$ cat src/rtl/oled_pkg.sv
// oled_pkg: shared glyph constants, command opcodes, FSM states and glyph width lookup
package oled_pkg;
  localparam int MAX_GLYPHS = 8;
  localparam int CODE_W = 6;
  localparam logic [5:0] BLANK_MIN = 6'd15;
  localparam logic [7:0] PAGE_BASE = 8'hB0;
  localparam logic [7:0] COL_LO = 8'h00;
  localparam logic [7:0] COL_HI = 8'h10;
  typedef enum logic [2:0] {IDLE, CMD, ADDR, LAT, SEND, DONE} state_e;
  // Codes at or above BLANK_MIN render as empty columns without touching the ROM
  function automatic logic is_blank(input logic [5:0] code);
    return code >= BLANK_MIN;
  endfunction
  function automatic logic [4:0] glyph_width(input logic [5:0] code);
    return (code inside {6'd0, 6'd1, 6'd4, 6'd5, 6'd6, 6'd7, 6'd8, 6'd9, 6'd11}) ? 5'd16 : 5'd8;
  endfunction
endpackage

$ cat src/rtl/oled_string_render.sv
// oled_string_render: turns a glyph-code list into SSD1306 page/column commands plus font data bytes
// Ports: sys_clk/rst_n (sync active-low); req_* render request (valid/ready, latched on accept);
//        font_sel/font_row/index -> font ROM, font_data <- ROM one cycle later;
//        out_valid/out_ready/out_byte/out_dc byte stream to the transport; busy, done status.
module oled_string_render
  import oled_pkg::*;
(
  input  logic                         sys_clk,
  input  logic                         rst_n,
  input  logic                         req_valid,
  output logic                         req_ready,
  input  logic [2:0]                   req_page,
  input  logic [6:0]                   req_col,
  input  logic [3:0]                   req_len,
  input  logic [CODE_W*MAX_GLYPHS-1:0] req_codes,
  output logic [5:0]                   font_sel,
  output logic                         font_row,
  output logic [8:0]                   index,
  input  logic [7:0]                   font_data,
  output logic                         out_valid,
  input  logic                         out_ready,
  output logic [7:0]                   out_byte,
  output logic                         out_dc,
  output logic                         busy,
  output logic                         done
);
  state_e state_q, state_d;
  logic [2:0] page_q, page_d, cmd_page;
  logic [6:0] col_q, col_d;
  logic [3:0] len_q, len_d;
  logic [CODE_W*MAX_GLYPHS-1:0] codes_q, codes_d;
  logic row_q, row_d;
  logic [1:0] cmd_q, cmd_d;
  logic [2:0] k_q, k_d;
  logic [3:0] ci_q, ci_d;
  logic [7:0] scol_q, scol_d;
  logic [5:0] font_sel_q, font_sel_d;
  logic font_row_q, font_row_d;
  logic [8:0] index_q, index_d;
  logic out_valid_q, out_valid_d;
  logic [7:0] out_byte_q, out_byte_d;
  logic out_dc_q, out_dc_d;
  logic [5:0] code, code_d;
  logic hs, last_col, row_end, row_more;
  assign code = codes_q[CODE_W*k_q +: CODE_W];
  assign hs = out_valid_q & out_ready;
  assign last_col = ({1'b0, ci_q} + 5'd1) == glyph_width(code);
  // A row ends after the last column of the last glyph, or when the screen column hits 127 (clip)
  assign row_end = (last_col && ({1'b0, k_q} + 4'd1) == len_q) || scol_q == 8'd127;
  assign row_more = !row_q && page_q != 3'd7;
  always_comb begin
    state_d = state_q;
    page_d = page_q;
    col_d = col_q;
    len_d = len_q;
    codes_d = codes_q;
    row_d = row_q;
    cmd_d = cmd_q;
    k_d = k_q;
    ci_d = ci_q;
    scol_d = scol_q;
    font_sel_d = font_sel_q;
    font_row_d = font_row_q;
    index_d = index_q;
    out_valid_d = out_valid_q;
    out_byte_d = out_byte_q;
    out_dc_d = out_dc_q;
    case (state_q)
      IDLE: if (req_valid) begin
        page_d = req_page;
        col_d = req_col;
        len_d = req_len > 4'(MAX_GLYPHS) ? 4'(MAX_GLYPHS) : req_len;
        codes_d = req_codes;
        row_d = 1'b0;
        cmd_d = 2'd0;
        k_d = 3'd0;
        ci_d = 4'd0;
        scol_d = {1'b0, req_col};
        state_d = req_len == 4'd0 ? DONE : CMD;
        out_valid_d = req_len != 4'd0;
        out_dc_d = 1'b0;
      end
      CMD: if (hs) begin
        cmd_d = cmd_q == 2'd2 ? 2'd0 : cmd_q + 2'd1;
        state_d = cmd_q == 2'd2 ? ADDR : CMD;
        out_valid_d = cmd_q != 2'd2;
      end
      ADDR: begin
        state_d = is_blank(code) ? SEND : LAT;
        out_valid_d = is_blank(code);
        out_byte_d = 8'h00;
        out_dc_d = 1'b1;
      end
      LAT: begin
        state_d = SEND;
        out_valid_d = 1'b1;
        out_byte_d = font_data;
      end
      SEND: if (hs) begin
        scol_d = scol_q + 8'd1;
        out_valid_d = 1'b0;
        if (!row_end) begin
          k_d = last_col ? k_q + 3'd1 : k_q;
          ci_d = last_col ? 4'd0 : ci_q + 4'd1;
          state_d = ADDR;
        end else if (row_more) begin
          row_d = 1'b1;
          k_d = 3'd0;
          ci_d = 4'd0;
          cmd_d = 2'd0;
          scol_d = {1'b0, col_q};
          state_d = CMD;
          out_valid_d = 1'b1;
          out_dc_d = 1'b0;
        end else begin
          state_d = DONE;
        end
      end
      default: state_d = IDLE;
    endcase
    // Command bytes are derived from the next-state counters so they are ready when out_valid rises
    cmd_page = page_d + {2'b0, row_d};
    if (state_d == CMD)
      out_byte_d = cmd_d == 2'd0 ? PAGE_BASE | {5'd0, cmd_page} :
                   cmd_d == 2'd1 ? COL_LO | {4'd0, col_d[3:0]} : COL_HI | {5'd0, col_d[6:4]};
    // ROM address is registered on entry to ADDR; blank glyphs leave it untouched
    code_d = codes_d[CODE_W*k_d +: CODE_W];
    if (state_d == ADDR && !is_blank(code_d)) begin
      font_sel_d = code_d;
      font_row_d = row_d;
      index_d = {5'd0, ci_d};
    end
  end
  always_ff @(posedge sys_clk) begin
    if (!rst_n) begin
      state_q <= IDLE;
      page_q <= '0;
      col_q <= '0;
      len_q <= '0;
      codes_q <= '0;
      row_q <= 1'b0;
      cmd_q <= '0;
      k_q <= '0;
      ci_q <= '0;
      scol_q <= '0;
      font_sel_q <= '0;
      font_row_q <= 1'b0;
      index_q <= '0;
      out_valid_q <= 1'b0;
      out_byte_q <= '0;
      out_dc_q <= 1'b0;
    end else begin
      state_q <= state_d;
      page_q <= page_d;
      col_q <= col_d;
      len_q <= len_d;
      codes_q <= codes_d;
      row_q <= row_d;
      cmd_q <= cmd_d;
      k_q <= k_d;
      ci_q <= ci_d;
      scol_q <= scol_d;
      font_sel_q <= font_sel_d;
      font_row_q <= font_row_d;
      index_q <= index_d;
      out_valid_q <= out_valid_d;
      out_byte_q <= out_byte_d;
      out_dc_q <= out_dc_d;
    end
  end
  assign req_ready = state_q == IDLE;
  assign busy = state_q != IDLE && state_q != DONE;
  assign done = state_q == DONE;
  assign font_sel = font_sel_q;
  assign font_row = font_row_q;
  assign index = index_q;
  assign out_valid = out_valid_q;
  assign out_byte = out_byte_q;
  assign out_dc = out_dc_q;
endmodule

$ cat config.mk
export PLATFORM = sky130hd
export DESIGN_NAME = oled_string_render
export DESIGN_NICKNAME = d
export VERILOG_FILES = /design/src/rtl/oled_pkg.sv /design/src/rtl/oled_string_render.sv
export SDC_FILE = /design/constraint.sdc
export NUM_CORES = 1
export LEC_CHECK = 0
export CAP_MARGIN = 10
export CORE_UTILIZATION = 40
export CTS_CLUSTER_DIAMETER = 50
export CTS_CLUSTER_SIZE = 10
export DETAILED_ROUTE_END_ITERATION = 12
export SLEW_MARGIN = 40
export SYNTH_ARGS = -nofsm -noshare
export SYNTH_HDL_FRONTEND = slang
export SYNTH_SLANG_ARGS = --single-unit
$ cat constraint.sdc
create_clock -name sys_clk -period 6.22 [get_ports sys_clk]
set_input_delay 1.244 -clock sys_clk [delete_from_list [all_inputs] [get_ports sys_clk]]
set_output_delay 1.244 -clock sys_clk [all_outputs]
set_load 0.03 [all_outputs]
# Yosys cells after proc, flatten, opt, wreduce, memory -nomap -nowiden
# Cells that the tools add are included.
[op_classes]
n_addsub = 7
n_mul = 2
magnitude_cmp = 3
n_eq_ne = 28
shift = 2
muxes = 61
bitwise = 1
n_reduce_logical = 22
[op_table]
columns = ["cell", "n"]
rows = [
  ["48-bit 2-to-1 mux", 2],
  ["48-bit by 7-bit indexed part select with 6-bit output", 2],
  ["8-bit 2-to-1 mux", 6],
  ["3-bit 2-to-1 mux", 14],
  ["8-bit one-hot mux with 2 select lines", 2],
  ["6-bit by 3-bit == test with 1-bit output, second input constant", 4],
  ["4-bit 2-to-1 mux", 6],
  ["6-bit by 4-bit == test with 1-bit output, second input constant", 3],
  ["3-bit one-hot mux with 5 select lines", 1],
  ["2-bit 2-to-1 mux", 7],
  ["7-bit 2-to-1 mux", 2],
  ["1-bit 2-to-1 mux", 13],
  ["6-bit by 4-bit >= comparator with 1-bit output, second input constant", 2],
  ["2-bit inequality test, second input constant", 6],
  ["2-bit by 3-bit multiplier with 5-bit output, first input constant", 2],
  ["5-bit 2-to-1 mux", 2],
  ["3-bit by 2-bit == test with 1-bit output, second input constant", 3],
  ["3-bit nonzero test", 3],
  ["9-bit nonzero test", 1],
  ["8-bit by 1-bit adder with 8-bit output, second input constant", 1],
  ["8-bit by 7-bit == test with 1-bit output, second input constant", 1],
  ["4-bit one-hot mux with 2 select lines", 1],
  ["3-bit by 1-bit == test with 1-bit output, second input constant", 2],
  ["3-bit == test, second input constant", 2],
  ["other kinds (33)", 38],
]
[totals]
regBits = 104
input_bits = 74
elab_cells = 142

# Depth between registers and ports, before layout
# Gate-level depths: netlist (run 1).
[logic_depth]
depth_word = 16
mapped_depth = 17
mapped_depth_nobuf = 14

# Least setup slack after synthesis (run 1)
# OpenSTA, ideal clock, no wires.
[synth_path]
path_kind = "in2reg"
start = "in out_ready"
end = "reg index_q[1], in the netlist index[1]"
setup_time_ns = 0.123
t_arrival_ns = 3.886
t_required_ns = 6.097
setup_slack_ns = 2.211
path_stages = 12
n_path_buf = 2
cell_sequence = "and2_1 clkbuf_1 nand2_1 nor2_1 nor4bb_1 and3_1 a31oi_1 o211a_1 mux4_2 a41oi_2 buf_6 mux2_1"
[synth_via]
elab_chain_cells = 8
word_cells_on_any_way = 14
classes_between = "mul: 1; order compare: 1; eq/ne: 1; shift: 1; mux: 7; bitwise: 1; reduce/logical: 2"
[synth_rtl]
columns = ["item", "line_no", "source"]
rows = [
  ["start, declared", "oled_string_render.sv:21", "input logic out_ready,"],
  ["1-bit bitwise AND (*)", "oled_string_render.sv:46", "assign hs = out_valid_q & out_ready;"],
  ["3-bit 2-to-1 mux", "oled_string_render.sv:99", "SEND: if (hs) begin"],
  ["3-bit one-hot mux with 2 select lines", "oled_string_render.sv:68", "case (state_q)"],
  ["2-bit by 3-bit multiplier with 5-bit output", "oled_string_render.sv:127", "code_d = codes_d[CODE_W*k_d +: CODE_W];"],
  ["48-bit by 7-bit indexed part select with 6-bit output", "oled_string_render.sv:127", ""],
  ["6-bit by 4-bit >= comparator with 1-bit output", "oled_pkg.sv:12", "return code >= BLANK_MIN;"],
  ["1-bit logical NOT", "oled_string_render.sv:128", "if (state_d == ADDR && !is_blank(code_d)) begin"],
  ["1-bit logical AND", "oled_string_render.sv:128", ""],
  ["end signal, assigned", "oled_string_render.sv:165", "index_q <= index_d;"],
  ["end, declared", "oled_string_render.sv:39", "logic [8:0] index_q, index_d;"],
]
# Mark *: on every way between the ends. The rest lies on a longest branch, timed or not.
# A chain may end at the register's enable or synchronous reset.

# Worst setup path after layout (run 1)
[layout_path]
start = "reg k_q[0]"
end = "reg index_q[0], in the netlist index[0]"
[layout_via]
elab_chain_cells = 16
word_cells_on_any_way = 40
classes_between = "add/sub: 2; mul: 2; order compare: 2; eq/ne: 11; shift: 2; mux: 15; reduce/logical: 6"
[layout_rtl]
columns = ["item", "line_no", "source"]
rows = [
  ["start, declared", "oled_string_render.sv:34", "logic [2:0] k_q, k_d;"],
  ["start signal, assigned", "oled_string_render.sv:160", "k_q <= k_d;"],
  ["2-bit by 3-bit multiplier with 5-bit output", "oled_string_render.sv:45", "assign code = codes_q[CODE_W*k_q +: CODE_W];"],
  ["48-bit by 7-bit indexed part select with 6-bit output", "oled_string_render.sv:45", ""],
  ["6-bit by 1-bit == test with 1-bit output (tied with other cells)", "oled_pkg.sv:15", "return (code inside {6'd0, 6'd1, 6'd4, 6'd5, 6'd6, 6'd7, 6'd8, 6'd9, 6'd11}) ? 5'd16 : 5'd8;"],
  ["9-bit nonzero test", "oled_pkg.sv:15", ""],
  ["5-bit 2-to-1 mux", "oled_pkg.sv:15", ""],
  ["5-bit == test", "oled_string_render.sv:47", "assign last_col = ({1'b0, ci_q} + 5'd1) == glyph_width(code);"],
  ["1-bit logical AND", "oled_string_render.sv:49", "assign row_end = (last_col && ({1'b0, k_q} + 4'd1) == len_q) || scol_q == 8'd127;"],
  ["1-bit logical OR", "oled_string_render.sv:49", ""],
  ["3-bit 2-to-1 mux", "oled_string_render.sv:102", "if (!row_end) begin"],
  ["3-bit 2-to-1 mux", "oled_string_render.sv:99", ""],
  ["3-bit one-hot mux with 2 select lines", "oled_string_render.sv:68", ""],
  ["2-bit by 3-bit multiplier with 5-bit output", "oled_string_render.sv:127", ""],
  ["48-bit by 7-bit indexed part select with 6-bit output", "oled_string_render.sv:127", ""],
  ["6-bit by 4-bit >= comparator with 1-bit output", "oled_pkg.sv:12", ""],
  ["1-bit logical NOT", "oled_string_render.sv:128", ""],
  ["1-bit logical AND", "oled_string_render.sv:128", ""],
]
# Several ways; a longest one is shown, not always the timed one.

==> impl_results.rst, run 1 <==
.. list-table::
   :header-rows: 1

   * - Metric
     - Value
   * - Result of the run
     - completed
   * - Chip Width
     - around 120 microns
   * - Fraction of synthesized cell area taken by the top area cell type
     - 38.1%
   * - Post-route cell area
     - around 0.007 sq mm
   * - Internal portion of total power
     - about 0.0012 W
   * - Half-perimeter wire length after detailed placement
     - ~11 mm
   * - Final wirelength
     - ~15 mm
   * - Ratio of routed vias to standard cells
     - ~5.6
   * - Clock period minus worst slack
     - about 5.2 ns
   * - Count of different cell masters after synthesis
     - between 60 and 70
   * - Required time of the critical path
     - 6.47 ns
   * - Max-cap violation count
     - 0
   * - Relative slew slack
     - ~46%
   * - Number of storage elements in the synthesis netlist
     - 104
   * - Worst clock skew
     - approximately 0.0093 ns
   * - Total cell area at the placement stage
     - ~0.0065 sq mm
   * - Relative contribution of combinational cells to total power
     - between 15 and 20%
   * - Transition time at the pin with the least slew margin
     - 0.814 ns
   * - Power share of the clock group
     - about 39%
   * - TritonCTS sink count
     - between 100 and 150
   * - Drt pass-1 iters
     - 4
   * - Unrepaired setup endpoints after global routing
     - false
   * - Most frequent cell after synthesis
     - nand2_1
   * - Post-Route Utilization
     - 51.4%
   * - Max VDD drop
     - around 0.00020 V
   * - DR iter-0 viols
     - 415
   * - Global-route wire length before repair
     - between 20 and 25 mm
   * - Total vias in the final route
     - ~5,300
   * - Combined area of all synthesized cells
     - between 0.005 and 0.006 sq mm
   * - Hold buffers post-CTS
     - 0
   * - Final Power
     - between 0.0015 and 0.002 W
   * - # rows
     - 42
   * - Count of filler cells inserted in the layout
     - around 1,300
   * - Count of flip-flops with a built-in enable after synthesis
     - 0
   * - Fraction of final layout cells sized beyond drive strength 1
     - under 10%
   * - Number of clock buffers inserted by TritonCTS
     - 9
   * - Primary FF master, synth
     - dfxtp_1
   * - Final Hold Fails
     - 0
   * - Antenna diodes
     - 0
   * - Static Leak
     - 2.48 nW
   * - Number of nets with antenna violations after detailed routing
     - 0
   * - Category of the worst setup path capture point
     - flop
   * - Number of antenna violations at the first check in global routing
     - 0
   * - Clock insertion delay at the later pin of the skew report
     - 0.36 ns
   * - Detailed-route DRC error count
     - 0
   * - Buffer count from post-CTS setup fixing
     - 0
   * - All-layer global routing usage
     - between 20% and 30%
   * - Area of the multi-input gates
     - about 0.0031 sq mm
   * - Via count of the first global-routing pass
     - ~5,000
   * - Net switching power
     - 0.000443 W
   * - Number of port buffers
     - 97
   * - Highest clock frequency the design can meet
     - 192 MHz
   * - Post-CTS clock slew at the launch and capture registers of the worst setup and hold paths
     - approximately 0.070 ns
   * - Synthesized area divided by synthesized cell count
     - a little under 8 sq um
   * - Root Driver
     - clkbuf_16
   * - Cell types occupying the most area after synthesis
     - dfxtp_1 38%, nand2_1 11%, a21oi_1 8.2%, mux4_2 5.4%, nor2_1 3.4%
   * - CTS H-tree lvls
     - 3
   * - Die height
     - 119 microns
   * - CTS tree
     - yes
   * - Synth async-reset ratio
     - 0%
   * - Critical path launch point type
     - flop
   * - Maximum number of pins on one net before global-route repair
     - slightly below 70
   * - Average detailed-routed wire length per instance
     - about 16 microns
   * - Cell Pwr Density
     - about 240 mW/mm^2
   * - Setup Crit Path Kind
     - flop to flop
   * - Final total negative setup slack
     - 0 ns
   * - Number of gates given a new drive strength after cts
     - 0
   * - Register share of total power
     - 45.0%
   * - Seq. cell area
     - around 0.0021 sq mm
   * - Total of endpoints with negative setup slack in the final report
     - 0
   * - Proportion of synthesized chip area in sequential cells
     - between 30% and 40%
   * - Clk buf depth
     - 2
   * - Ranking of synthesized cells by instance count
     - 163 x nand2_1, 104 x dfxtp_1, 89 x a21oi_1, 50 x nor2_1, 34 x clkbuf_1
   * - Maximum net fanout on the critical path
     - 23
   * - Total I/O pin count
     - approximately 100
   * - Worst Hold Class
     - flop to flop
   * - Number of nets in the finished design
     - 840
   * - Initial standard-cell utilization of the core
     - between 40 and 50%
   * - Net Sw Frac
     - between 20% and 30%
   * - Final clock period utilization by the worst path
     - about 84%
   * - Remaining Overflow, GRT
     - 0
   * - DIE AREA
     - roughly 0.014 sq mm
   * - Cell taking the most area after synthesis
     - dfxtp_1
   * - Arr. time, crit path
     - between 5 and 6 ns
   * - Gate Count Post-Synth
     - 689
   * - Area delta synth->final
     - 25.2%
   * - Yosys warning count
     - 0
   * - Smallest setup slack after layout
     - between 1 and 1.5 ns
   * - Final Max Tran Viols
     - 0
   * - Setup Slack @ Placement
     - around 0.82 ns
   * - Weighted congestion reported at the end of routability-driven placement
     - approximately 0.89
   * - Area inside the core boundary
     - around 0.013 sq mm
## registers in the layout (all words and copies together) (netlist names), 2 cells and up
| register | count |
|---|---|
| state_q | 3 |
| index | 4 |
| scol_q | 8 |
| page_q | 3 |
| len_q | 4 |
| ci_q | 4 |
| col_q | 7 |
| codes_q | 48 |
| font_sel | 6 |
| out_byte | 8 |
| k_q | 3 |
| cmd_q | 2 |
## path summary, 6_finish.rpt
| check | start | to | slack [ns] | cells after the start |
|---|---|---|---|---|
| worst max register to register | k_q[0] | index[0] | 1.00 | 13 |
| worst max-delay path | k_q[0] | index[0] | 1.00 | 13 |
| worst min register to register | codes_q[22] | codes_q[22] | 0.46 | 2 |
| worst min-delay path | codes_q[22] | codes_q[22] | 0.46 | 2 |
## worst max-delay path, cell delays in order (launching register included)
cell,delay (ns)
dfxtp_1,0.69
mux4_2,0.57
nor2b_1,0.14
a21oi_1,0.20
o21ai_1,0.12
o211ai_2,0.22
xor2_2,0.33
a32oi_1,0.25
nor3_4,0.70
buf_4,0.33
o211ai_1,0.11
mux4_2,0.51
a41oi_2,0.54
mux2_2,0.40
## power by group through the flow
stage	combinational [W]	clock, W	sequential, W
global route	0.000293	0.000667	0.000734
CTS	0.000268	0.000642	0.000730
global placement	0.000263	0	0.000744
floorplan	0.000158	0	0.000745
finish	0.000268	0.000626	0.000731
detailed placement	0.000266	0	0.000745
## kinds of logic (layout without fill, tap and decap cells)
group	after synthesis	count (layout)	synth area share, %
compound gates	185	185	21.7
xor+xnor	7	7	1.26
fa+ha+maj	5	5	1.15
buf+inv	58	131	5.06
flops	104	104	38.1
mux	28	28	8.23
other cells	1	5	0.0687
simple gates	301	301	24.4
## metrics by stage
step | cells | hold slack [ns]
after floorplan | 693 | 0.436
after global placement | 926 | 0.442
after detailed placement | 926 | 0.449
after CTS | 942 | 0.459
after global routing | 942 | 0.480
final | 942 | 0.461
## placed cells by master (no fill, tap or decap), types with 6 or more instances in the layout
cell	n
nand2_1	162
o211ai_1	19
o21ai_0	16
dfxtp_1	104
nor2b_1	8
a21oi_1	89
mux4_2	13
nor3_1	24
nor2_1	50
inv_1	8
buf_4	9
nand3_1	13
nand3b_1	6
mux2i_1	10
clkdlybuf4s50_1	97
nand2b_1	6
a31oi_1	10
clkbuf_16	9
and2_1	9
## per-layer routing
metal	share of wire, %	vias up	GRT usage [%]	routed length (microns)
li1	-	2585	-	-
met1	47	2490	29.1	7060
met2	47	158	34.8	7040
met3	4.5	29	3.78	682
met4	2.3	0	9.41	345
met5	0	-	0	0
## layout make-up
type	count	area share, %
flip-flops and latches	104	30.5
well taps	176	3.22
repair buffers	106	15.2
multi-input cells	531	45.8
inverters	9	0.494
clock inverters	7	1.50
clock buffers	9	3.30
Power figures use the tool's default switching activity.
==> run 2, diff against run 1 <==
==> constraint.sdc (replaced) <==
create_clock -name sys_clk -period 5.3 [get_ports sys_clk]
set_input_delay 1.06 -clock sys_clk [delete_from_list [all_inputs] [get_ports sys_clk]]
set_output_delay 1.06 -clock sys_clk [all_outputs]
set_load 0.03 [all_outputs]
==> impl_results.rst, run 2 (synthesis results as in run 1) <==
.. list-table::
   :header-rows: 1

   * - Metric
     - Value
   * - Ratio of routed vias to standard cells
     - between 5 and 6
   * - Final Hold Fails
     - 0
   * - Unrepaired setup endpoints after global routing
     - false
   * - Remaining Overflow, GRT
     - 0
   * - Cell Pwr Density
     - ~280 mW/mm^2
   * - Worst reg-to-reg path cell count
     - 14
   * - CTS tree
     - yes
   * - Final clock period utilization by the worst path
     - 90.7%
   * - Number of cells on the worst hold path
     - 2
   * - Worst Hold Class
     - flop to flop
   * - Total of endpoints with negative setup slack in the final report
     - 0
   * - DIE AREA
     - approximately 0.014 sq mm
   * - Biggest cell delay along the critical path
     - around 0.67 ns
   * - Number of nets with antenna violations after detailed routing
     - 0
   * - # rows
     - 42
   * - Endpoint, Worst Hold
     - codes_q[22]
   * - End of the worst register-to-register path
     - index[0]
   * - Chip Width
     - 119 microns
   * - Worst slack on hold paths
     - approximately 0.46 ns
   * - Arr. time, crit path
     - 5.05 ns
   * - Max VDD drop
     - ~0.00016 V
   * - Die height
     - between 100 and 150 microns
   * - Initial standard-cell utilization of the core
     - between 40 and 50%
   * - Hold buffers post-CTS
     - 0
   * - DR iter-0 viols
     - 345
   * - Post-Route Utilization
     - between 50% and 60%
   * - Antenna diodes
     - 0
   * - Cell with the most instances on the worst path
     - mux2_2
   * - Clock period minus worst slack
     - just under 5 ns
   * - Critical path's slowest cell
     - dfxtp_1
   * - Total vias in the final route
     - 5,181
   * - Highest clock frequency the design can meet
     - 208 MHz
   * - Number of nets in the finished design
     - 844
   * - Most used cells in the layout excluding fill and tap cells
     - 162 x nand2_1, 104 x dfxtp_1, 97 x clkdlybuf4s50_1
   * - Static Leak
     - between 2 and 3 nW
   * - Average detailed-routed wire length per instance
     - approximately 16 microns
   * - Global-route wire length before repair
     - 24.6 mm
   * - Clk buf depth
     - 2
   * - Crit path cell chain
     - mux4_2 -> nor2b_1 -> a21oi_1 -> o21ai_1 -> o211ai_2 -> xor2_2 -> a32oi_1 -> nor3_4 -> buf_4 -> mux2_2 -> o211ai_1 -> o311ai_2 -> a41oi_2 -> mux2_2
   * - Transition time at the pin with the least slew margin
     - 0.843 ns
   * - Via count of the first global-routing pass
     - roughly 5,000
   * - Max-cap violation count
     - 0
   * - Worst clock skew
     - 0.00501 ns
   * - Largest Register
     - codes_q
   * - Total cell area at the placement stage
     - around 0.0065 sq mm
   * - Drt pass-1 iters
     - 5
   * - Flip-flop count of the largest register, all copies and words added
     - 48
   * - Number of antenna violations at the first check in global routing
     - 0
   * - Relative slew slack
     - 43.6%
   * - Reg2reg setup slack
     - ~0.50 ns
   * - Maximum number of pins on one net before global-route repair
     - 54
   * - TritonCTS sink count
     - 104
   * - Detailed-route DRC error count
     - 0
   * - Number of port buffers
     - 97
   * - Clock insertion delay at the later pin of the skew report
     - 0.36 ns
   * - Setup Crit Path Kind
     - flop to flop
   * - Category of the worst setup path capture point
     - flop
   * - Fraction of final layout cells sized beyond drive strength 1
     - between 7 and 8%
   * - Post-route cell area
     - just under 0.007 sq mm
   * - Reg-to-reg startpoint
     - k_q[0]
   * - Total I/O pin count
     - around 100
   * - Half-perimeter wire length after detailed placement
     - roughly 11 mm
   * - Area delta synth->final
     - 25.8%
   * - Number of gates given a new drive strength after cts
     - 0
   * - Result of the run
     - completed
   * - Buffer count from post-CTS setup fixing
     - 0
   * - Required time of the critical path
     - 5.55 ns
   * - Root Driver
     - clkbuf_16
   * - Most common cell after layout, fill and taps aside
     - nand2_1
   * - Critical path launch point type
     - flop
   * - Maximum net fanout on the critical path
     - 38
   * - All-layer global routing usage
     - around 22%
   * - Final Max Tran Viols
     - 0
   * - Final wirelength
     - around 15 mm
   * - Number of clock buffers inserted by TritonCTS
     - 9
   * - CTS H-tree lvls
     - 3
   * - Post-CTS clock slew at the launch and capture registers of the worst setup and hold paths
     - roughly 0.070 ns
   * - Final total negative setup slack
     - 0 ns
   * - Area inside the core boundary
     - ~0.013 sq mm
   * - Hold_sp
     - codes_q[22]
   * - Weighted congestion reported at the end of routability-driven placement
     - around 0.85
[run 2: cell types whose count changed in the layout (fill, tap and decap cells not counted)]
cell,before,now
inv_4,0,1
clkinvlp_4,3,1
inv_2,1,0
clkinv_2,0,1
inv_6,1,2
clkbuf_8,0,1
buf_4,9,13
inv_8,1,0
[run 2: cell type report]
type / instances / area, sq um
clock inverter: 6 / 90.1
clock buffer: 10 / 239
inverter: 9 / 36.3
fill: 1290 / 6430
tap: 176 / 220
timing repair buffer: 110 / 1070
multi-input combinational: 531 / 3130
sequential: 104 / 2080
[run 2: metal layers]
layer  share of wire (%)  wire, microns  global-route usage, %  vias to the layer above
met4                 1.4            213                   6.17                        0
met3                 4.8            724                   5.46                       19
li1                    -              -                      -                     2588
met5                   0              0                      0                        -
met1                  47           7140                   28.7                     2437
met2                  46           6980                   36.1                      137
[run 2: report_power, final]
| group | switching (W) | leakage [nW] | internal, W |
|---|---|---|---|
| clock network | 0.000312 | 0.159 | 0.000430 |
| logic | 0.000172 | 1.50 | 0.000145 |
| registers | 0.0000323 | 0.851 | 0.000824 |
| total | 0.000516 | 2.51 | 0.00140 |
[run 2: worst max-delay path, delay by kind of cell, from the launching register on]
kind	cells	cell delay, ns
AOI/OAI and AO/OA	7	1.66
xor gates and xnor gates	1	0.31
buffers and inverters	1	0.35
muxes	3	1.34
DFF	1	0.67
and+or+nand+nor	2	0.35
[run 2: worst max-delay path by stage]
stage / startpoint / to
2_1_floorplan: k_q[0] / index[1]
3_3_place_gp: out_ready / index[0]
3_5_place_dp: out_ready / index[0]
4_1_cts: k_q[0] / index[0]
5_1_grt: k_q[0] / font_sel[0]
6_report: k_q[0] / index[0]
[run 2: through the flow]
stage               power (W)  setup WS [ns]  cells
floorplan             0.00106           1.37    693
global placement      0.00118          0.600    930
detailed placement    0.00119          0.493    930
CTS                   0.00193          0.461    946
global route          0.00199          0.160    946
finish                0.00191          0.495    946
==> run 3, diff against run 2 <==
--- a/config.mk
+++ b/config.mk
@@ -10,7 +10,8 @@
 export CTS_CLUSTER_DIAMETER = 50
 export CTS_CLUSTER_SIZE = 10
 export DETAILED_ROUTE_END_ITERATION = 12
-export SLEW_MARGIN = 40
+export DONT_BUFFER_PORTS = 1
+export SLEW_MARGIN = 20
 export SYNTH_ARGS = -nofsm -noshare
 export SYNTH_HDL_FRONTEND = slang
 export SYNTH_SLANG_ARGS = --single-unit
==> impl_results.rst, run 3 (synthesis results as in run 1) <==
.. list-table::
   :header-rows: 1

   * - Metric
     - Value
   * - Antenna diodes
     - 0
   * - Flip-flop count of the largest register, all copies and words added
     - 48
   * - Number of nets with antenna violations after detailed routing
     - 0
   * - Root Driver
     - clkbuf_16
   * - Smallest setup slack after layout
     - approximately 0.43 ns
   * - Critical path launch point type
     - flop
   * - Maximum net fanout on the critical path
     - 16
   * - Crit path cell chain
     - mux4_2 -> nor2b_1 -> a21oi_1 -> o21ai_1 -> o211ai_2 -> xor2_2 -> a32oi_1 -> nor3_4 -> buf_4 -> o211ai_1 -> mux4_2 -> a41oi_2 -> mux2_2
   * - CTS H-tree lvls
     - 3
   * - Category of the worst setup path capture point
     - flop
   * - Drt pass-1 iters
     - 7
   * - Half-perimeter wire length after detailed placement
     - ~11 mm
   * - End of the worst register-to-register path
     - index[0]
   * - Clock insertion delay at the later pin of the skew report
     - about 0.36 ns
   * - Final wirelength
     - 14.5 mm
   * - Die height
     - 119 microns
   * - Result of the run
     - completed
   * - Largest Register
     - codes_q
   * - # rows
     - 42
   * - Worst Hold Class
     - flop to flop
   * - Total I/O pin count
     - about 100
   * - All-layer global routing usage
     - 21.2%
   * - Detailed-route DRC error count
     - 0
   * - Final total negative setup slack
     - 0 ns
   * - Worst setup path endpoint
     - index[0]
   * - Cell with the most instances on the worst path
     - mux4_2
   * - Max-cap violation count
     - 0
   * - Number of clock buffers inserted by TritonCTS
     - 9
   * - CTS tree
     - yes
   * - Post-Route Utilization
     - between 40 and 50%
   * - Via count of the first global-routing pass
     - around 4,600
   * - Global-route wire length before repair
     - 23.6 mm
   * - Setup Crit Path Kind
     - flop to flop
   * - Remaining Overflow, GRT
     - 0
   * - Reg-to-reg startpoint
     - k_q[0]
   * - Number of antenna violations at the first check in global routing
     - 0
   * - Number of nets in the finished design
     - 748
   * - Weighted congestion reported at the end of routability-driven placement
     - ~0.89
   * - Final clock period utilization by the worst path
     - between 90% and 100%
   * - Required time of the critical path
     - 5.55 ns
   * - Final Hold Fails
     - 0
   * - Critical path's slowest cell
     - dfxtp_1
   * - Most used cells in the layout excluding fill and tap cells
     - 162 x nand2_1, 104 x dfxtp_1, 89 x a21oi_1
   * - Final Max Tran Viols
     - 0
   * - Number of port buffers
     - 0
   * - DR iter-0 viols
     - 358
   * - Transition time at the pin with the least slew margin
     - approximately 1.0 ns
   * - DIE AREA
     - 0.0141 sq mm
   * - TritonCTS sink count
     - around 100
   * - Post-CTS clock slew at the launch and capture registers of the worst setup and hold paths
     - around 0.070 ns
   * - Relative slew slack
     - around 33%
   * - Maximum number of pins on one net before global-route repair
     - a little under 70
   * - Total of endpoints with negative setup slack in the final report
     - 0
   * - Max VDD drop
     - 0.000192 V
   * - Average detailed-routed wire length per instance
     - around 17 microns
   * - Worst setup startpoint
     - k_q[0]
   * - Unrepaired setup endpoints after global routing
     - false
   * - Most common cell after layout, fill and taps aside
     - nand2_1
   * - Worst clock skew
     - about 0.0060 ns
   * - Ratio of routed vias to standard cells
     - 5.73
   * - Clock period minus worst slack
     - just under 5 ns
   * - Arr. time, crit path
     - just over 5 ns
   * - Fraction of final layout cells sized beyond drive strength 1
     - under 10%
   * - Hold_sp
     - codes_q[46]
   * - Area delta synth->final
     - 7.88%
   * - Highest clock frequency the design can meet
     - just over 200 MHz
   * - Biggest cell delay along the critical path
     - between 0.6 and 0.7 ns
   * - Total vias in the final route
     - slightly below 5,000
   * - Setup Slack @ Placement
     - 0.376 ns
   * - Static Leak
     - approximately 2.1 nW
   * - Reg2reg setup slack
     - 0.43 ns
   * - Chip Width
     - roughly 120 microns
   * - Initial standard-cell utilization of the core
     - approximately 41%
   * - Cell Pwr Density
     - roughly 310 mW/mm^2
   * - Worst reg-to-reg path cell count
     - 13
   * - Clk buf depth
     - 2
   * - Area inside the core boundary
     - 0.0133 sq mm
## run 3: metal layers
metal	vias to the layer above	GRT usage, %	share of wire, %
met4	0	8.54	2.0
met3	23	6.75	9.0
met2	198	31.5	44
met5	-	0	0
li1	2392	-	-
met1	2259	28.5	45
## run 3: layout make-up
| cell class | count | area, sq um |
|---|---|---|
| Tap cell | 176 | 220 |
| Clock inverter | 5 | 80.1 |
| Sequential cell | 104 | 2080 |
| Multi-Input combinational cell | 531 | 3130 |
| Clock buffer | 11 | 243 |
| Timing Repair Buffer | 14 | 105 |
| Inverter | 9 | 33.8 |
| Fill cell | 1334 | 7400 |
## run 3: per-stage QoR
stage	cell area (sq um)	cells	hold slack (ns)	total power, W
final	5890	850	0.458	0.00182
after global routing	5890	850	0.476	0.00190
after CTS	5890	850	0.460	0.00183
after detailed placement	5570	834	0.450	0.00111
after global placement	5570	834	0.443	0.00111
after floorplan	5480	693	0.436	0.00106
## run 3: critical path: cells and delay by family, from the launching register on
family	cells	cell delay, ns
AOI/OAI and AO/OA	6	1.41
buffers and inverters	1	0.30
xor gates and xnor gates	1	0.32
muxes	3	1.45
DFF	1	0.63
and+or+nand+nor	2	0.65
## run 3: where the power goes
part	switching [W]	internal (W)
clock network	0.000296	0.000426
registers	0.0000469	0.000824
logic	0.000141	0.0000855
total	0.000484	0.00134
## run 3: worst min-delay path by stage
stage	end	slack, ns	depth (start not counted)
global placement	codes_q[34]	0.44	2
finish	codes_q[46]	0.46	2
floorplan	codes_q[10]	0.44	2
CTS	codes_q[22]	0.46	2
global route	codes_q[23]	0.48	2
detailed placement	codes_q[11]	0.45	2
## run 3: timing repair
action                     CTS  global route
hold buffers                 0             0
setup endpoints to repair    0             4
resized for setup            0             0
buffers inserted             0             0
